==> src/rtl/load_store_unit.sv <==
// -----------------------------------------------------------------------------
// load_store_unit
//
// Bridges the core execute stage to a word-addressed data memory. RV32I
// byte/half/word loads and stores are turned into aligned word accesses:
// loads are lane-selected and sign/zero-extended, and sub-word stores go
// through a read-modify-write so the untouched bytes of the word survive.
// The memory reads combinationally and writes on the rising clock edge.
//
// Optional feature (compile-time macro): LSU_ALIGN_CHECK_EN
//   defined   : misaligned LH/LHU/SH/LW/SW are rejected with resp_error.
//   undefined : low address bits are forced to the natural alignment and the
//               access proceeds; only illegal funct3 raises resp_error.
//
// Ports
//   clk               system clock, all state on posedge
//   rst_en            synchronous reset, active-high
//   req_valid/ready   request handshake (ready only while idle)
//   req_we            1 = store, 0 = load
//   req_funct3        RV32I size/sign code (000 B, 001 H, 010 W, 100 BU, 101 HU)
//   req_addr          byte address
//   req_wdata         store data (low byte/half used for SB/SH)
//   resp_valid        one-cycle completion pulse
//   resp_rdata        extended load data, 0 for stores and errors
//   resp_error        illegal request flag, qualified by resp_valid
//   mem_address       word address to memory, bits [1:0] always 00
//   mem_write_data    full word to memory
//   mem_write_enable  memory write strobe
//   mem_read_data     combinational read of mem_address
// -----------------------------------------------------------------------------
`timescale 1ns/1ps

module load_store_unit #(
  parameter int ADDR_W = 32,
  parameter int DATA_W = 32
) (
  input  logic              clk,
  input  logic              rst_en,
  input  logic              req_valid,
  output logic              req_ready,
  input  logic              req_we,
  input  logic [2:0]        req_funct3,
  input  logic [ADDR_W-1:0] req_addr,
  input  logic [DATA_W-1:0] req_wdata,
  output logic              resp_valid,
  output logic [DATA_W-1:0] resp_rdata,
  output logic              resp_error,
  output logic [ADDR_W-1:0] mem_address,
  output logic [DATA_W-1:0] mem_write_data,
  output logic              mem_write_enable,
  input  logic [DATA_W-1:0] mem_read_data
);

  localparam logic [2:0] F3_B  = 3'b000;
  localparam logic [2:0] F3_H  = 3'b001;
  localparam logic [2:0] F3_W  = 3'b010;
  localparam logic [2:0] F3_BU = 3'b100;
  localparam logic [2:0] F3_HU = 3'b101;

  typedef enum logic [2:0] {
    IDLE,
    LOAD,
    STORE,
    RMW_RD,
    RMW_WR,
    RESP
  } state_t;

  // Select the addressed lane of a word and extend it to 32 bits.
  function automatic logic [31:0] load_extend(input logic [31:0] word,
                                              input logic [1:0]  lane,
                                              input logic [2:0]  f3);
    logic [7:0]  b;
    logic [15:0] h;
    b = word[{lane, 3'b000} +: 8];
    h = lane[1] ? word[31:16] : word[15:0];
    case (f3)
      F3_B:    return {{24{b[7]}}, b};
      F3_BU:   return {24'b0, b};
      F3_H:    return {{16{h[15]}}, h};
      F3_HU:   return {16'b0, h};
      default: return word;
    endcase
  endfunction

  // Overlay the store byte/half on the word read back from memory.
  function automatic logic [31:0] store_merge(input logic [31:0] word,
                                              input logic [31:0] wdata,
                                              input logic [1:0]  lane,
                                              input logic [2:0]  f3);
    logic [31:0] m;
    m = word;
    if (f3 == F3_H) m[{lane[1], 4'b0000} +: 16] = wdata[15:0];
    else            m[{lane, 3'b000} +: 8]      = wdata[7:0];
    return m;
  endfunction

  state_t            state;
  logic [2:0]        f3_q;
  logic [ADDR_W-1:0] addr_q;
  logic [DATA_W-1:0] wdata_q;
  logic              mem_we_q;

  logic              illegal_f3;
  logic              req_err;
  logic [ADDR_W-1:0] req_addr_nat;
  logic [ADDR_W-1:0] word_addr;

  // Request decode. Halves and words get their low address bits cleared so
  // that, with alignment checking off, the access lands on the natural lane.
  // NOTE: every signal assigned here gets a default first, so no path through
  // the case leaves it unassigned and no latch is inferred.
  always_comb begin
    illegal_f3   = 1'b0;
    req_addr_nat = req_addr;
    case (req_funct3)
      F3_B, F3_BU: ;
      F3_H, F3_HU: req_addr_nat[0]   = 1'b0;
      F3_W:        req_addr_nat[1:0] = 2'b00;
      default:     illegal_f3        = 1'b1;
    endcase
    // Stores have no unsigned variants.
    if (req_we && req_funct3[2]) illegal_f3 = 1'b1;
  end

`ifdef LSU_ALIGN_CHECK_EN
  logic misaligned;

  always_comb begin
    misaligned = 1'b0;
    case (req_funct3)
      F3_H, F3_HU: misaligned = req_addr[0];
      F3_W:        misaligned = |req_addr[1:0];
      default:     misaligned = 1'b0;
    endcase
  end

  assign req_err = illegal_f3 | misaligned;
`else
  assign req_err = illegal_f3;
`endif

  assign word_addr = {req_addr_nat[ADDR_W-1:2], 2'b00};
  assign req_ready = (state == IDLE);

  // The strobe is masked by reset so a reset landing on a write cycle
  // cannot corrupt memory.
  assign mem_write_enable = mem_we_q & ~rst_en;

  // NOTE: all state and registered outputs use non-blocking assignments so
  // every register samples pre-edge values regardless of statement order.
  always_ff @(posedge clk) begin
    if (rst_en) begin
      state          <= IDLE;
      f3_q           <= 3'b000;
      addr_q         <= '0;
      wdata_q        <= '0;
      resp_valid     <= 1'b0;
      resp_rdata     <= '0;
      resp_error     <= 1'b0;
      mem_address    <= '0;
      mem_write_data <= '0;
      mem_we_q       <= 1'b0;
    end else begin
      resp_valid <= 1'b0;
      case (state)
        IDLE: begin
          if (req_valid) begin
            f3_q       <= req_funct3;
            addr_q     <= req_addr_nat;
            wdata_q    <= req_wdata;
            resp_rdata <= '0;
            resp_error <= 1'b0;
            if (req_err) begin
              // Rejected requests never touch memory.
              state      <= RESP;
              resp_valid <= 1'b1;
              resp_error <= 1'b1;
            end else if (!req_we) begin
              state       <= LOAD;
              mem_address <= word_addr;
            end else if (req_funct3 == F3_W) begin
              state          <= STORE;
              mem_address    <= word_addr;
              mem_write_data <= req_wdata;
              mem_we_q       <= 1'b1;
            end else begin
              state       <= RMW_RD;
              mem_address <= word_addr;
            end
          end
        end

        LOAD: begin
          resp_rdata  <= load_extend(mem_read_data, addr_q[1:0], f3_q);
          mem_address <= '0;
          resp_valid  <= 1'b1;
          state       <= RESP;
        end

        RMW_RD: begin
          // Address is held; the merged word is written on the next edge.
          mem_write_data <= store_merge(mem_read_data, wdata_q, addr_q[1:0], f3_q);
          mem_we_q       <= 1'b1;
          state          <= RMW_WR;
        end

        STORE, RMW_WR: begin
          mem_address    <= '0;
          mem_write_data <= '0;
          mem_we_q       <= 1'b0;
          resp_valid     <= 1'b1;
          state          <= RESP;
        end

        RESP: begin
          resp_rdata <= '0;
          resp_error <= 1'b0;
          state      <= IDLE;
        end

        default: state <= IDLE;
      endcase
    end
  end

endmodule

==> config.mk <==
export PLATFORM = sky130hd
export DESIGN_NAME = load_store_unit
export DESIGN_NICKNAME = d
export VERILOG_FILES = /design/src/rtl/load_store_unit.sv
export SDC_FILE = /design/constraint.sdc
export NUM_CORES = 1
export LEC_CHECK = 0
export ABC_AREA = 1
export CAP_MARGIN = 20
export CORE_ASPECT_RATIO = 0.8
export CORE_MARGIN = 8
export CORE_UTILIZATION = 35
export DETAILED_ROUTE_END_ITERATION = 16
export PLACE_DENSITY = 0.7
export SLEW_MARGIN = 15
export SYNTH_ARGS = -nofsm -noshare
export SYNTH_HDL_FRONTEND = slang
export SYNTH_SLANG_ARGS = --single-unit
==> constraint.sdc <==
create_clock -name clk -period 3.4 [get_ports clk]
set_clock_uncertainty 0.05 [all_clocks]
set_input_delay 0.34 -clock clk [delete_from_list [all_inputs] [get_ports clk]]
set_output_delay 0.34 -clock clk [all_outputs]
set_load 0.05 [all_outputs]
## Word-level counts from Yosys, hierarchy flattened

Index checks and enable logic that the tools add are counted.

- Add/subtract/negate cells: 2
- Eq/ne operators: 16
- Shifts and indexed selects: 5
- Mux-type cells: 34
- Bitwise logic cells: 2
- Reductions and logical operators: 17

Operators by type and width:

| kind | number |
|---|---|
| two-way mux 32 bit | 8 |
| one-hot mux 32 bit (3 select lines) | 2 |
| one-hot mux 32 bit (4 select lines) | 1 |
| bitwise mux 32 bit | 2 |
| one-hot mux 32 bit (2 select lines) | 1 |
| variable shift 16 x 7 -> 32 bit, first input constant | 1 |
| variable shift 8 x 7 -> 32 bit, first input constant | 1 |
| indexed part select 16 x 7 -> 32 bit | 1 |
| indexed part select 32 x 6 -> 8 bit | 1 |
| indexed part select 8 x 7 -> 32 bit | 1 |
| equality test 3 bit, second input constant | 6 |
| two-way mux 16 bit | 1 |
| negation 5 -> 7 bit | 2 |
| two-way mux 1 bit | 12 |
| equality test 3 x 1 -> 1 bit, second input constant | 3 |
| equality test 3 x 2 -> 1 bit, second input constant | 3 |
| logical NOT 3 bit | 3 |
| one-hot mux 3 bit (3 select lines) | 1 |
| two-way mux 3 bit | 2 |
| AND reduction 2 bit | 3 |
| nonzero test 3 bit | 2 |
| OR reduction 3 bit | 2 |
| AND reduction 5 bit | 1 |
| OR reduction 5 bit | 1 |
| other kinds (11) | 15 |

- Bits in registers: 123
- Input port bits: 103
- Output and inout port bits: 100
- Logic and storage cells: 86

## Longest topological paths before layout

Gate-level depths: netlist of the first run.

- Depth after elaboration: 7
- Depth in mapped cells: 11
- Mapped depth without buffers: 10

## Worst setup path after synthesis of the first run

No wires, ideal clock.

- Path type: register -> register
- From: register addr_q[1]
- To: register mem_write_data[14]
- Arrival: 1,747 ps
- Required time: 3,286 ps
- Setup slack: 1,539 ps
- Cell stages (with the launch flop): 12
- Period minus slack after synthesis: 1,861 ps
- Path through: dfxtp_1 inv_2 clkbuf_1 ha_1 inv_1 clkbuf_1 nand3_1 nor2_1 nor2_1 nor2_1 nor2_1 nor2_1

- Longest elaborated chain between the ends: 5
- Elaborated cells on any way between the ends: 10
- Classes of those cells: add/sub (2); shift (4); mux (4)

RTL lines:

| item | RTL line | source |
|---|---|---|
| start, declared | 100 | `logic [ADDR_W-1:0] addr_q;` |
| start signal, assigned | 170 | `addr_q <= req_addr_nat;` |
| negation 5 -> 7 bit (on tied branches) | 93, 94 |  |
| indexed part select 16 x 7 -> 32 bit (tied with other cells) | 93 | `if (f3 == F3_H) m[{lane[1], 4'b0000} +: 16] = wdata[15:0];` |
| bitwise mux 32 bit (on tied branches) | 93, 94 |  |
| two-way mux 32 bit * | 93 |  |
| one-hot mux 32 bit (3 select lines) * | 166 | `case (state)` |
| end signal, assigned | 185 | `mem_write_data <= req_wdata;` |
| end signal, assigned | 203 | `mem_write_data <= store_merge(mem_read_data, wdata_q, addr_q[1:0], f3_q);` |
| end, declared | 49 | `output logic [DATA_W-1:0] mem_write_data,` |

Every way passes the cells marked *; elsewhere a longest branch is shown, timed or not.
A chain may end at the register's enable or synchronous reset.

## Worst setup path after layout of the first run

- From: register addr_q[1]
- To: register mem_write_data[25]

The elaborated chain is that of the path after synthesis.

==> tab_implementation.tex, run 1 <==
\begin{tabular}{lr}
\hline
Metric & Value \\
\hline
\multicolumn{2}{l}{\textbf{Cells and area}} \\
\quad ANT cells & 0 \\
\quad Sequential standard cell area & $\sim$2400 sq um \\
\quad Number of fill cells in the layout & around 2000 \\
\quad Share of layout cells above drive strength 1 & around 4.9\% \\
\quad Area taken by multi-input logic gates & roughly 3800 sq um \\
\quad Final net count & 1416 \\
\quad Area Overhead vs Synth & 37.78\% \\
\multicolumn{2}{l}{\textbf{Placed design}} \\
\quad Final weighted congestion in routability-driven placement & between 0.9 and 1 \\
\quad Hpwl dp & roughly 19000 microns \\
\quad Number of port buffers & 200 \\
\quad Setup slack after placement & about 0.90 ns \\
\multicolumn{2}{l}{\textbf{Synth}} \\
\quad Predominant post-synthesis flop cell & sky130\_fd\_sc\_hd\_\_dfxtp\_1 \\
\quad Total of warnings raised by yosys & 0 \\
\quad Seq cells post-synth & $\sim$120 \\
\quad Post-synthesis instance total & $\sim$1200 \\
\quad Share of synthesized registers carrying an async set or reset & 0\% \\
\quad Unique cell type count in the Yosys netlist & 28 \\
\quad Portion of synthesized cell area occupied by the leading cell type & 34.78\% \\
\quad Post-synth top area cell & sky130\_fd\_sc\_hd\_\_dfxtp\_1 \\
\quad Post-Syn Area & $\sim$7000 sq um \\
\quad Number of enable flip-flop cells after synthesis & 0 \\
\quad Syn avg cell area & $\sim$6.1 sq um \\
\quad Leading post-synthesis cells by cell area & sky130\_fd\_sc\_hd\_\_dfxtp\_1, sky130\_fd\_sc\_hd\_\_nand2\_1, sky130\_fd\_sc\_hd\_\_a21oi\_1, sky130\_fd\_sc\_hd\_\_nor2\_1, sky130\_fd\_sc\_hd\_\_o21ai\_0 \\
\quad Sequential cell area fraction in the yosys report & 34.78\% \\
\multicolumn{2}{l}{\textbf{CTS}} \\
\quad Setup Buffers After CTS & 0 \\
\quad Number of buffers added by the clock tree synthesis step & 17 \\
\quad Resize count post-CTS & 0 \\
\quad Clock transition at the register clock pins on the worst setup and hold paths after CTS & approximately 0.060 ns \\
\quad Clock root buffer & sky130\_fd\_sc\_hd\_\_clkbuf\_16 \\
\quad Clock latency at the later pin of the worst-skew pair & $\sim$0.42 ns \\
\quad Clk buf depth & 2 \\
\quad Hold buffer count at cts & 0 \\
\quad H-Tree Depth & 4 \\
\quad Clock tree sinks & between 100 and 150 \\
\quad TritonCTS clock tree & yes \\
\multicolumn{2}{l}{\textbf{Worst setup path}} \\
\quad Worst reg2reg path startpoint & addr\_q[1]\$\_SDFFE\_PP0P\_ \\
\quad Depth of the worst register-to-register path & 9 \\
\quad Data arrival time at the worst-slack endpoint & around 2.8 ns \\
\quad Register-to-register setup slack & 0.88 ns \\
\quad Setup crit end kind & register \\
\quad Endpoint required time on the critical path & between 3 and 4 ns \\
\quad Highest net fanout along the worst path & 32 \\
\quad Critical path launch point type & register \\
\quad Reg-to-Reg End & mem\_write\_data[25]\$\_SDFFE\_PP0P\_ \\
\quad Classification of the worst setup path & register to register \\
\multicolumn{2}{l}{\textbf{Floorplan}} \\
\quad Starting utilization of the core area & $\sim$35\% \\
\quad Die width & 173.7 microns \\
\quad Top Ports & slightly above 200 \\
\quad Std-Cell Core Area & $\sim$20000 sq um \\
\quad Row count & 46 \\
\quad Area enclosed by the die boundary & 24700 sq um \\
\quad Die Span Y & around 140 microns \\
\multicolumn{2}{l}{\textbf{STA}} \\
\quad Final setup viols & 0 \\
\quad Ratio of final minimum period to clock period & about 74\% \\
\quad Worst slew pin tran & about 1.1 ns \\
\quad Achievable Freq & about 400 MHz \\
\quad PnR worst setup slack & 0.8812 ns \\
\quad Unrepaired setup endpoints after global routing & false \\
\quad Final-report hold violation count & 0 \\
\quad Rel. slew slack & 29.82\% \\
\quad Final min period & 2.519 ns \\
\quad Final count of pins violating max slew & 0 \\
\quad Sum of negative setup slack & 0 ns \\
\multicolumn{2}{l}{\textbf{Global routing}} \\
\quad Largest net degree at the start of global routing & 67 \\
\quad Aggregate global routing overflow & 0 \\
\quad Antenna violations before repair & 0 \\
\quad Total global-route track usage & approximately a fifth \\
\quad First-pass GRT wire length & about 41000 microns \\
\quad Via count of the first global-routing pass & roughly 7400 \\
\multicolumn{2}{l}{\textbf{Worst hold path}} \\
\quad Worst Hold Endpoint & f3\_q[1]\$\_SDFFE\_PP0P\_ \\
\quad Hold/Removal Path Class & primary input to register \\
\quad WHS Path Cells & 4 \\
\quad Worst min-delay path startpoint & rst\_en \\
\multicolumn{2}{l}{\textbf{Detailed routing}} \\
\quad Antenna-violating nets left & 0 \\
\quad Wire length on met3 & between 3000 and 4000 microns \\
\quad Via count normalized by instance count & $\sim$5.1 \\
\quad Via count & between 8000 and 9000 \\
\quad Average wire per cell in the routed design & about 17 microns \\
\quad Top sig layer & met4 \\
\quad Drt first pass iters & 6 \\
\quad Post-route DRC violation count & 0 \\
\quad Met2 wire length & about 11000 microns \\
\quad DRC violation total after the first TritonRoute iteration & roughly 770 \\
\quad Met1 layer wirelength in the final routing & roughly 12000 microns \\
\quad Post-detailed-routing wire length & around 26000 microns \\
\multicolumn{2}{l}{\textbf{Power}} \\
\quad Worst IR drop on VDD & around 370 uV \\
\quad P per Cell Area & 725.1 nW/um\^{}2 \\
\quad Leakage power figure & between 3 and 4 nW \\
\multicolumn{2}{l}{\textbf{Run status}} \\
\quad Result of the run & finished, final reports clean \\
\multicolumn{2}{l}{\textbf{Flow run}} \\
\quad Total of max-cap violations & 0 \\
\hline
\end{tabular}
==> registers in the layout, summed over array words and instances, names as in the netlist <==
signal,cells
state,3
mem_address,30
resp_rdata,32
f3_q,3
mem_we_q,1
addr_q,2
mem_write_data,32
wdata_q,16
resp_valid,1
resp_error,1
==> layout make-up <==
class | count | share of cell area [%]
multi-input cells | 855 | 39.77
flip-flops and latches | 121 | 25.25
repair buffers | 215 | 21.98
clock buffers | 17 | 4.433
inverters | 98 | 3.833
well taps | 264 | 3.442
clock inverters | 15 | 1.291
==> report_power, final <==
group	internal [mW]	switching, mW	total (mW)
combinational	1.04	2.30	3.34
sequential	1.71	0.223	1.93
clock	0.945	0.741	1.69
==> worst max-delay path, stage by stage (launching register included) <==
cell	delay, ns
sky130_fd_sc_hd__dfxtp_2	0.63
sky130_fd_sc_hd__inv_2	0.32
sky130_fd_sc_hd__ha_1	0.28
sky130_fd_sc_hd__inv_1	0.34
sky130_fd_sc_hd__nand3_1	0.20
sky130_fd_sc_hd__nor2_1	0.15
sky130_fd_sc_hd__nor2_1	0.06
sky130_fd_sc_hd__nor2_1	0.23
sky130_fd_sc_hd__nor2_1	0.09
sky130_fd_sc_hd__nor2_1	0.10
==> cells in the final DEF, fill, tap and decap left out, drive strengths merged, types with 2 or more instances in the layout <==
master	Yosys	layout
nand3b	2	2
dfxtp	121	121
buf	39	16
clkinvlp	0	2
o21ai	108	108
o211ai	13	13
nor2	165	165
a21oi	139	139
inv	97	100
conb	1	2
nor3	4	4
clkdlybuf4s50	0	199
clkbuf	39	17
nand3	98	98
clkinv	1	11
nand2	316	316
ha	5	5
==> worst max-delay path by stage <==
stage                           start  cells past startpoint  slack (ns)                               to
2_1_floorplan  addr_q[1]$_SDFFE_PP0P_                     11        1.54  mem_write_data[14]$_SDFFE_PP0P_
3_3_place_gp                req_valid                     10        0.96  mem_write_data[22]$_SDFFE_PP0P_
3_5_place_dp                req_valid                     10        0.90  mem_write_data[20]$_SDFFE_PP0P_
4_1_cts         state[1]$_SDFFE_PP0P_                      4        0.95                        req_ready
5_1_grt        addr_q[1]$_SDFFE_PP0P_                      9        0.67  mem_write_data[25]$_SDFFE_PP0P_
6_report       addr_q[1]$_SDFFE_PP0P_                      9        0.88  mem_write_data[25]$_SDFFE_PP0P_
==> cell usage after synthesis, drive strengths merged, types with 2 or more instances <==
master and n:
a21oi 139, buf 39, clkbuf 39, dfxtp 121
ha 5, inv 97, nand2 316, nand3 98
nand3b 2, nor2 165, nor3 4, o211ai 13
o21ai 108
==> kinds of logic (layout without fill, tap and decap cells) <==
group / Yosys count / after routing / share of synthesized area (%)
flops: 121 / 121 / 34.78
fa+ha+maj: 5 / 5 / 0.8981
other cells: 1 / 2 / 0.05384
buf+inv: 176 / 345 / 10.58
simple gates: 585 / 585 / 34.18
compound gates: 263 / 263 / 19.51
==> through the flow <==
step | std cells | util [%] | cell area [sq um] | hold WS, ns | power (mW)
after floorplan | 1152 | - | 6969 | 0.3905 | 4.266
after global placement | 1553 | 45.96 | 9047 | 0.4046 | 5.244
after detailed placement | 1553 | 45.96 | 9047 | 0.4085 | 5.276
after CTS | 1585 | 48.75 | 9597 | 0.3372 | 6.982
after global routing | 1585 | 48.75 | 9597 | 0.3882 | 7.400
final | 1585 | 48.75 | 9597 | 0.3514 | 6.959
==> per-layer routing <==
metal	track usage, %	up-vias
met3	9.255	50
met4	8.756	0
met2	29.22	385
met5	0	-
li1	-	4002
met1	26.57	3582
Note: power is estimated with default switching activity, not from simulation.
==> run 2: changes to the inputs <==
==> constraint.sdc (replaced) <==
create_clock -name clk -period 2.34 [get_ports clk]
set_clock_uncertainty 0.05 [all_clocks]
set_input_delay 0.234 -clock clk [delete_from_list [all_inputs] [get_ports clk]]
set_output_delay 0.234 -clock clk [all_outputs]
set_load 0.05 [all_outputs]
==> tab_implementation.tex, run 2 (synthesis gave the netlist of run 1 again) <==
\begin{tabular}{lr}
\hline
Metric & Value \\
\hline
\multicolumn{2}{l}{\textbf{STA}} \\
\quad Worst slew pin tran & 0.7118 ns (-0.3384 ns) \\
\quad Achievable Freq & about 450 MHz \\
\quad Rel. slew slack & 52.55\% (+23 points) \\
\quad Final min period & 2.232 ns \\
\quad Sum of negative setup slack & 0 ns (unchanged) \\
\quad PnR worst setup slack & 0.1078 ns (-0.7734 ns) \\
\quad Unrepaired setup endpoints after global routing & false \\
\quad Worst hold slack & 0.3126 ns (-0.03877 ns) \\
\quad Final count of pins violating max slew & 0 (unchanged) \\
\quad Final setup viols & 0 (unchanged) \\
\quad Final-report hold violation count & 0 (unchanged) \\
\quad Ratio of final minimum period to clock period & a little over nine tenths \\
\multicolumn{2}{l}{\textbf{Power}} \\
\quad Logic pwr share & 47.9\% (about the same) \\
\quad Leakage power figure & 3.916 nW (+2.2\%) \\
\quad Net switching power & 4.704 mW (+44\%) \\
\quad Clk network pwr share & 25.3\% (+1.1 points) \\
\quad Switching share of power & 45.43\% (-1.5 points) \\
\quad P per Cell Area & 1061 nW/um\^{}2 (+46\%) \\
\quad Power consumption & 10.35 mW (+49\%) \\
\quad Internal power & 5.650 mW (+53\%) \\
\quad Portion of total power attributed to sequential cells & 26.8\% (-1.0 points) \\
\quad Worst IR drop on VDD & 580.5 uV (+55\%) \\
\multicolumn{2}{l}{\textbf{CTS}} \\
\quad Hold buffer count at cts & 0 (unchanged) \\
\quad Clock latency at the later pin of the worst-skew pair & 0.43 ns (about the same) \\
\quad Number of buffers added by the clock tree synthesis step & 17 (unchanged) \\
\quad H-Tree Depth & 4 (unchanged) \\
\quad TritonCTS clock tree & yes \\
\quad Clk buf depth & 2 (unchanged) \\
\quad Setup Buffers After CTS & 0 (unchanged) \\
\quad Clock transition at the register clock pins on the worst setup and hold paths after CTS & 0.06 ns (about the same) \\
\quad Clock root buffer & sky130\_fd\_sc\_hd\_\_clkbuf\_16 \\
\quad Clock tree sinks & 121 (unchanged) \\
\multicolumn{2}{l}{\textbf{Placed design}} \\
\quad Setup slack after placement & 0.2149 ns (-0.6847 ns) \\
\quad Final weighted congestion in routability-driven placement & 0.9370 (+0.21\%) \\
\quad Number of port buffers & 200 (unchanged) \\
\quad Hpwl dp & 19530 microns (+2.1\%) \\
\multicolumn{2}{l}{\textbf{Worst setup path}} \\
\quad Endpoint required time on the critical path & 2.06 ns (-1.65 ns) \\
\quad Slowest cell on the critical path & sky130\_fd\_sc\_hd\_\_clkdlybuf4s50\_1 \\
\quad Classification of the worst setup path & register to output port \\
\quad Critical path cell sequence & inv\_1, nor2\_1, clkdlybuf4s50\_1 \\
\quad Data arrival time at the worst-slack endpoint & 1.95 ns (-0.87 ns) \\
\quad Setup crit end kind & output port \\
\quad Highest net fanout along the worst path & 2 (-94\%) \\
\quad Largest incremental delay on the critical path & 0.88 ns (+0.25 ns) \\
\quad Critical path launch point type & register \\
\quad Depth of the worst register-to-register path & 9 (unchanged) \\
\multicolumn{2}{l}{\textbf{Floorplan}} \\
\quad Row count & 46 (unchanged) \\
\quad Top Ports & 203 (unchanged) \\
\quad Die width & 173.7 microns (unchanged) \\
\quad Std-Cell Core Area & 19680 sq um (unchanged) \\
\quad Area enclosed by the die boundary & 24700 sq um (unchanged) \\
\quad Die Span Y & 142.2 microns (unchanged) \\
\quad Starting utilization of the core area & 35.39\% (unchanged) \\
\multicolumn{2}{l}{\textbf{Cells and area}} \\
\quad Utilization after layout & 49.56\% (+0.80 points) \\
\quad Number of fill cells in the layout & 2033 (-0.29\%) \\
\quad Share of layout cells above drive strength 1 & 5.918\% (+1.0 points) \\
\quad Leading cell type in the layout, fill and taps excluded & sky130\_fd\_sc\_hd\_\_nand2\_1 \\
\quad Largest registers & mem\_write\_data (32), resp\_rdata (32), mem\_address (30) \\
\quad Area Overhead vs Synth & 40.04\% \\
\quad Final net count & 1430 (+0.99\%) \\
\quad Commonest non-fill, non-tap cells in the layout & sky130\_fd\_sc\_hd\_\_nand2\_1, sky130\_fd\_sc\_hd\_\_clkdlybuf4s50\_1, sky130\_fd\_sc\_hd\_\_nor2\_1 \\
\multicolumn{2}{l}{\textbf{Run status}} \\
\quad Result of the run & finished, final reports clean \\
\multicolumn{2}{l}{\textbf{Detailed routing}} \\
\quad Post-detailed-routing wire length & 26490 microns (+0.65\%) \\
\quad Post-route DRC violation count & 0 (unchanged) \\
\quad Antenna-violating nets left & 0 (unchanged) \\
\quad Via count & 8111 (+1.1\%) \\
\quad DRC violation total after the first TritonRoute iteration & 861 (+12\%) \\
\quad Via count normalized by instance count & 5.069 (+0.20\%) \\
\quad Drt first pass iters & 5 (-1) \\
\quad Average wire per cell in the routed design & 16.55 microns (-0.29\%) \\
\multicolumn{2}{l}{\textbf{Global routing}} \\
\quad First-pass GRT wire length & 41430 microns (+1.9\%) \\
\quad Via count of the first global-routing pass & 7491 (+1.5\%) \\
\quad Antenna violations before repair & 3 (+3) \\
\quad Aggregate global routing overflow & 0 (unchanged) \\
\quad Total global-route track usage & 20.98\% (+0.36 points) \\
\quad Largest net degree at the start of global routing & 67 (unchanged) \\
\multicolumn{2}{l}{\textbf{Worst hold path}} \\
\quad Hold/Removal Path Class & primary input to register \\
\quad WHS Path Cells & 3 (-1) \\
\multicolumn{2}{l}{\textbf{Flow run}} \\
\quad Total of max-cap violations & 0 (unchanged) \\
\hline
\end{tabular}
-- run 2: cell count changes in the layout (fill, tap and decap cells not counted), sizes merged, moves of 2 or more --
cell,delta
clkinvlp,+2
clkinv,-4
buf,+14
bufinv,+2
-- run 2: critical path, delay by kind of cell (launching register included) --
| kind | cells | cell delay (ns) |
|---|---|---|
| flip-flops | 1 | 0.31 |
| buffers and inverters | 2 | 0.93 |
| AND/OR/NAND/NOR | 1 | 0.29 |
-- run 2: metrics by stage --
stage | cells | area (sq um)
detailed placement | 1567 | 9165
global route | 1599 | 9752
finish | 1600 | 9754
floorplan | 1152 | 6969
global placement | 1567 | 9165
CTS | 1599 | 9752
-- run 2: repair_timing --
item / CTS / global route
endpoints found under the setup margin: 1 / 0
resized for setup: 1 / 0
hold endpoints to repair: 0 / 0
-- run 2: worst paths after layout --
kind	endpoint	slack (ns)	from
min	mem_address[13]$_SDFFE_PP0P_	0.31	req_addr[13]
max	mem_write_enable	0.11	mem_we_q$_SDFFE_PP0P_
max reg2reg	mem_write_data[27]$_SDFFE_PP0P_	0.28	addr_q[0]$_SDFFE_PP0P_
min reg2reg	resp_rdata[2]$_SDFFE_PP0P_	0.41	resp_rdata[2]$_SDFFE_PP0P_
-- run 2: metal layers --
metal	GRT usage, %	share of wire [%]
met1	27.21	44
met2	30.08	41
met3	8.353	12
met4	9.475	3.2
met5	0	0.10
-- run 2: cell type report --
cell class                      instances  area [sq um]  share of cell area [%]
Tap cell                              264         330.3                   3.386
Antenna cell                            1         2.502                 0.02565
Multi-Input combinational cell        855          3816                   39.12
Clock inverter                         14         148.9                   1.526
Sequential cell                       121          2424                   24.85
Inverter                               98         367.9                   3.771
Clock buffer                           18         439.2                   4.502
Timing Repair Buffer                  229          2226                   22.82
-- run 2: power by group through the flow --
stage	clock network (mW)	logic, mW	registers [mW]
after floorplan	0	2.33	3.87
after global placement	0	4.88	2.79
after detailed placement	0	4.93	2.80
after CTS	2.68	4.94	2.77
after global routing	2.78	5.40	2.83
final	2.62	4.96	2.77
